[config.mk]
export PLATFORM = sky130hd
export DESIGN_NAME = wb_regfile
export DESIGN_NICKNAME = d
export VERILOG_FILES = /design/src/rtl/wb_regfile.sv
export SDC_FILE = /design/constraint.sdc
export NUM_CORES = 2
export LEC_CHECK = 0
export CAP_MARGIN = 10
export CORE_ASPECT_RATIO = 0.75
export CORE_UTILIZATION = 40
export DETAILED_ROUTE_END_ITERATION = 16
export MAX_ROUTING_LAYER = met4
export SETUP_SLACK_MARGIN = 0.5
export SYNTH_ARGS = -nofsm -noshare
export SYNTH_HDL_FRONTEND = slang
export SYNTH_SLANG_ARGS = --single-unit
export TNS_END_PERCENT = 50
[constraint.sdc]
create_clock -name clk -period 8.55 [get_ports clk]
set_input_delay 2.565 -clock clk [delete_from_list [all_inputs] [get_ports clk]]
set_output_delay 2.565 -clock clk [all_outputs]
set_load 0.02 [all_outputs]
[src/rtl/wb_regfile.sv]
// -----------------------------------------------------------------------------
// wb_regfile
//   Write-back stage and general-purpose register file of the pipelined MIPS
//   core. It takes the MEM/WB pipeline register outputs, selects the
//   write-back value, and commits that value into a 2**ADDR_W entry register
//   file. It also serves the two decode read ports and bypasses a same-cycle
//   write to those ports. A retired-write counter is kept for debug and
//   performance checks.
//
// Ports:
//   clk        rising-edge clock
//   rst        asynchronous reset, active low (0 = in reset)
//   wb_sig     MEM/WB control: [1] RegWrite, [0] MemtoReg
//   wb_alu     ALU result from MEM/WB
//   wb_mem     load data from MEM/WB
//   wb_rd      destination register index from MEM/WB
//   ra1, ra2   decode read indices (rs, rt)
//   rd1, rd2   decode read data (r0 reads 0, same-cycle write bypassed)
//   wb_data    selected write-back value (driven whatever RegWrite is)
//   wb_we      effective write enable: RegWrite and wb_rd != 0
//   retire_cnt number of edges with RegWrite=1 since reset, wraps silently
// -----------------------------------------------------------------------------
module wb_regfile #(
    parameter int DATA_W = 32,
    parameter int ADDR_W = 5,
    parameter int CNT_W  = 32
) (
    input  logic              clk,
    input  logic              rst,
    input  logic [1:0]        wb_sig,
    input  logic [DATA_W-1:0] wb_alu,
    input  logic [DATA_W-1:0] wb_mem,
    input  logic [ADDR_W-1:0] wb_rd,
    input  logic [ADDR_W-1:0] ra1,
    input  logic [ADDR_W-1:0] ra2,
    output logic [DATA_W-1:0] rd1,
    output logic [DATA_W-1:0] rd2,
    output logic [DATA_W-1:0] wb_data,
    output logic              wb_we,
    output logic [CNT_W-1:0]  retire_cnt
);

    localparam int unsigned NREG = 2 ** ADDR_W;

    logic [DATA_W-1:0] regs_q [NREG];
    logic [DATA_W-1:0] regs_d [NREG];
    logic [CNT_W-1:0]  retire_cnt_q;
    logic [CNT_W-1:0]  retire_cnt_d;

    // Write-back select and effective write enable
    always_comb begin
        wb_data = wb_sig[0] ? wb_mem : wb_alu;
        wb_we   = wb_sig[1] && (wb_rd != '0);
    end

    // Next-state for the register file. Entry 0 is forced to zero so it
    // never holds anything, even though wb_we already excludes it.
    always_comb begin
        regs_d = regs_q;
        if (wb_we) begin
            regs_d[wb_rd] = wb_data;
        end
        regs_d[0] = '0;
    end

    // The counter tracks RegWrite, not wb_we, so writes aimed at r0 count too.
    always_comb begin
        retire_cnt_d = retire_cnt_q;
        if (wb_sig[1]) begin
            retire_cnt_d = retire_cnt_q + CNT_W'(1);
        end
    end

    always_ff @(posedge clk or negedge rst) begin
        if (!rst) begin
            regs_q       <= '{default: '0};
            retire_cnt_q <= '0;
        end else begin
            regs_q       <= regs_d;
            retire_cnt_q <= retire_cnt_d;
        end
    end

    // Read ports: the bypass lets decode see the MEM/WB write in the same
    // cycle, so no separate WB-to-ID forwarding path is needed. It is not
    // gated by rst, so it stays active while the array is held in reset.
    always_comb begin
        rd1 = regs_q[ra1];
        if (ra1 == '0) begin
            rd1 = '0;
        end else if (wb_we && (ra1 == wb_rd)) begin
            rd1 = wb_data;
        end
    end

    always_comb begin
        rd2 = regs_q[ra2];
        if (ra2 == '0) begin
            rd2 = '0;
        end else if (wb_we && (ra2 == wb_rd)) begin
            rd2 = wb_data;
        end
    end

    assign retire_cnt = retire_cnt_q;

endmodule
==> load_flow_metrics.sql <==
INSERT INTO impl_metrics (metric_group, metric, value, unit) VALUES
('worst_setup_path', 'start_kind', 'input pin', ''),
('logic_synthesis', 'syn_area', '0.0531', 'mm2'),
('clocking', 'htree_num_levels', '3', ''),
('sta', 'worstMarginPinSlew', '1.30', 'ns'),
('route', 'count_of_tritonroute_iterations_in_the_first_routing_pass', '6', ''),
('grt', 'global_route.overflow_total', '0', ''),
('outcome', 'outcome', 'finished, final reports clean', ''),
('floorplan', 'start_util', '40.4', '%'),
('power_and_ir_drop', 'internal_power', '10.6', 'mW'),
('min_path', 'worstHoldPathCells', '1', ''),
('logic_synthesis', 'synth_cells', '4880', ''),
('sta', 'timing_max_transition_violations_final', '0', ''),
('clocking', 'cts.path.max_buffers', '3', ''),
('floorplan', 'floorplan.core_area', '0.131', 'mm2'),
('min_path', 'holdCritPathClass', 'reg2reg', ''),
('floorplan', 'ioPinCount', '212', ''),
('clocking', 'cts_buf_count', '103', ''),
('power_and_ir_drop', 'sequentialPowerShare', '44.0', '%'),
('worst_setup_path', 'crit_top_cell', 'clkdlybuf4s50_1', ''),
('worst_setup_path', 'cpPeakStageDelay', '0.69', 'ns'),
('route', 'wl', '192', 'mm'),
('flow_run', 'maxCapViolCount', '0', ''),
('logic_synthesis', 'synth_largest_area_cell', 'dfrtp_1', ''),
('sta', 'worst_hold_slack', '0.477', 'ns'),
('power_and_ir_drop', 'powerDensity', '247', 'mW/mm2'),
('grt', 'grt_pass1_vias', '40600', ''),
('logic_synthesis', 'yosys-top-cells-count', '1024 x dfrtp_1, 557 x nor2_1, 541 x nand2_1', ''),
('sta', 'rsz0062_at_grt', 'true', ''),
('sta', 'fmax', '123', 'MHz'),
('logic_synthesis', 'yosys.cell_types.count', '54', ''),
('clocking', 'tritoncts', 'yes', ''),
('placement', 'hpwl_after_detailed_placement', '120', 'mm'),
('power_and_ir_drop', 'pwr-share-clk', '32.4', '%'),
('grt', 'global_route_usage_sum', '29.3', '%'),
('clocking', 'cts-root-buf', 'clkbuf_16', ''),
('route', 'postRouteAntennaNets', '0', ''),
('logic_synthesis', 'edff_count_synth', '0', ''),
('sta', 'post-route-period-util', '95.3', '%'),
('worst_setup_path', 'critical_path.reg2reg.endpoint', 'retire_cnt[31]', ''),
('grt', 'grt_max_degree', '170', ''),
('power_and_ir_drop', 'comb_pwr_share', '23.6', '%'),
('floorplan', 'placement_rows', '115', ''),
('logic_synthesis', 'synthesized_area_per_cell', '10.9', 'um2'),
('route', 'drc', '0', ''),
('logic_synthesis', 'ys_seq_area_share', '48.3', '%'),
('logic_synthesis', 'synth-seq-cells', '1024', ''),
('worst_setup_path', 'crit_path_end_kind', 'output port', ''),
('cells_and_area', 'area_growth', '16.6', '%'),
('sta', 'max_slew_margin', '12.9', '%'),
('worst_setup_path', 'worst-r2r-setup-slack', '6.66', 'ns'),
('placement', 'place_congestion', '0.926', ''),
('route', 'detail_routed_net_length_per_standard_cell', '28.3', 'um'),
('worst_setup_path', 'arrival', '5.58', 'ns'),
('worst_setup_path', 'critical_path.slowest_cell', 'clkdlybuf4s50_1', ''),
('clocking', 'hold_buffers', '0', ''),
('power_and_ir_drop', 'max-vdd-ir-drop', '0.150', 'mV'),
('min_path', 'hp-start', 'retire_cnt[31]', ''),
('logic_synthesis', 'netlist_top_cells_area', 'dfrtp_1 48%, mux4_2 18%, a21oi_1 4.9%', ''),
('sta', 'report.final.hold_viol_count', '0', ''),
('cells_and_area', 'fin_nets', '5009', ''),
('sta', 'setup_violations', '0', ''),
('clocking', 'clk_slew_on_worst_s_h_paths', '0.06', 'ns'),
('sta', 'period_needed', '8.14', 'ns'),
('route', 'routed-via-count', '42200', ''),
('grt', 'grt_first_pass_wirelength', '282', 'mm'),
('worst_setup_path', 'crit-reg2reg-launch', 'retire_cnt[12]', ''),
('placement', 'port-buffer-count', '211', ''),
('logic_synthesis', 'synth.most_common_cell', 'dfrtp_1', ''),
('logic_synthesis', 'synth.net_count', '4964', ''),
('worst_setup_path', 'timing.setup.critical_path_class', 'in2out', ''),
('power_and_ir_drop', 'p_switching', '4.66', 'mW');
## per-layer routing
layer / global-route usage, % / routed length (um) / part of all wire, %
met5: - / 0 / 0
met4: 11.6 / 7900 / 4.1
met3: 6.21 / 19100 / 9.9
met2: 40.8 / 83800 / 44
met1: 41.6 / 81000 / 42
## power by group through the flow
stage	sequential, mW	clock, mW	combinational [mW]
3_5_place_dp	6.75	0	3.58
6_report	6.72	4.94	3.61
5_1_grt	6.85	5.19	3.91
3_3_place_gp	6.69	0	3.51
2_1_floorplan	6.52	0	2.45
4_1_cts	6.68	4.98	3.60
## logic make-up (layout without fill, tap and decap cells)
logic type                 Yosys count  count (layout)  share of synthesized area [%]
muxes                              616             616                           21.7
AOI/OAI and AO/OA                 1437            1437                           15.4
and+or+nand+nor                   1222            1222                           9.31
xor gates and xnor gates            41              41                          0.676
other                                0               6                              0
adders and majority gates            1               1                         0.0236
buffers and inverters              539             666                           4.61
DFF                               1024            1024                           48.3
## registers in the layout, summed over array words and instances, names as in the netlist
register,count
regs_q,992
retire_cnt,32
## final cells by class
type	count	area (um2)
repair buffers	443	4620
inverters	36	138
fillers	11900	69500
well taps	1755	2200
diodes	6	15.0
flip-flops and latches	1024	25600
clock inverters	41	574
clock buffers	146	3060
multi-input cells	3317	25700
## cells in the final DEF (no fill, tap or decap), drive strengths merged, types with 4 or more instances in the layout
cell type,n
dfrtp,1024
nor2,570
nand2,541
o21ai,533
a21oi,525
mux4,418
buf,245
clkdlybuf4s50,185
a22oi,170
clkbuf,147
mux2,113
mux2i,85
o22ai,57
a211oi,55
inv,40
a221oi,36
and3,32
a21boi,32
xnor2,27
a2111oi,20
clkinv,17
xor2,14
bufinv,13
nand3,12
nor4,12
nand4,10
dlymetal6s2s,9
and4,8
clkinvlp,7
nand2b,7
diode,6
nor2b,6
nor3,5
nor3b,4
nand3b,4
## per-stage QoR
stage / area [um2] / std cells / setup WS, ns / power [mW]
floorplan: 53100 / 4880 / 1.32 / 8.97
global placement: 58100 / 6570 / 0.0921 / 10.2
detailed placement: 58100 / 6571 / 0.186 / 10.3
CTS: 61800 / 6758 / 0.398 / 15.3
global route: 61900 / 6767 / 0.426 / 15.9
finish: 61900 / 6768 / 0.406 / 15.3
## worst max-delay path: cells and delay by family
family          cells  cell delay, ns
compound gates      2            0.53
buf+inv             5            1.98
simple gates        2            0.45
## worst max path at each step
stage / start / endpoint
final: wb_rd[4] / rd1[26]
after global routing: ra1[3] / rd1[29]
after CTS: wb_rd[0] / rd2[2]
after detailed placement: wb_rd[4] / rd2[2]
after global placement: wb_rd[0] / rd2[2]
after floorplan: wb_rd[2] / rd2[11]
## what timing repair did
action | in CTS | in global routing
resized for setup | 15 | 22
pin swaps | 0 | 4
endpoints found under the setup margin | 37 | 31
buffers inserted | 0 | 2
(Power assumes the default switching activity.)
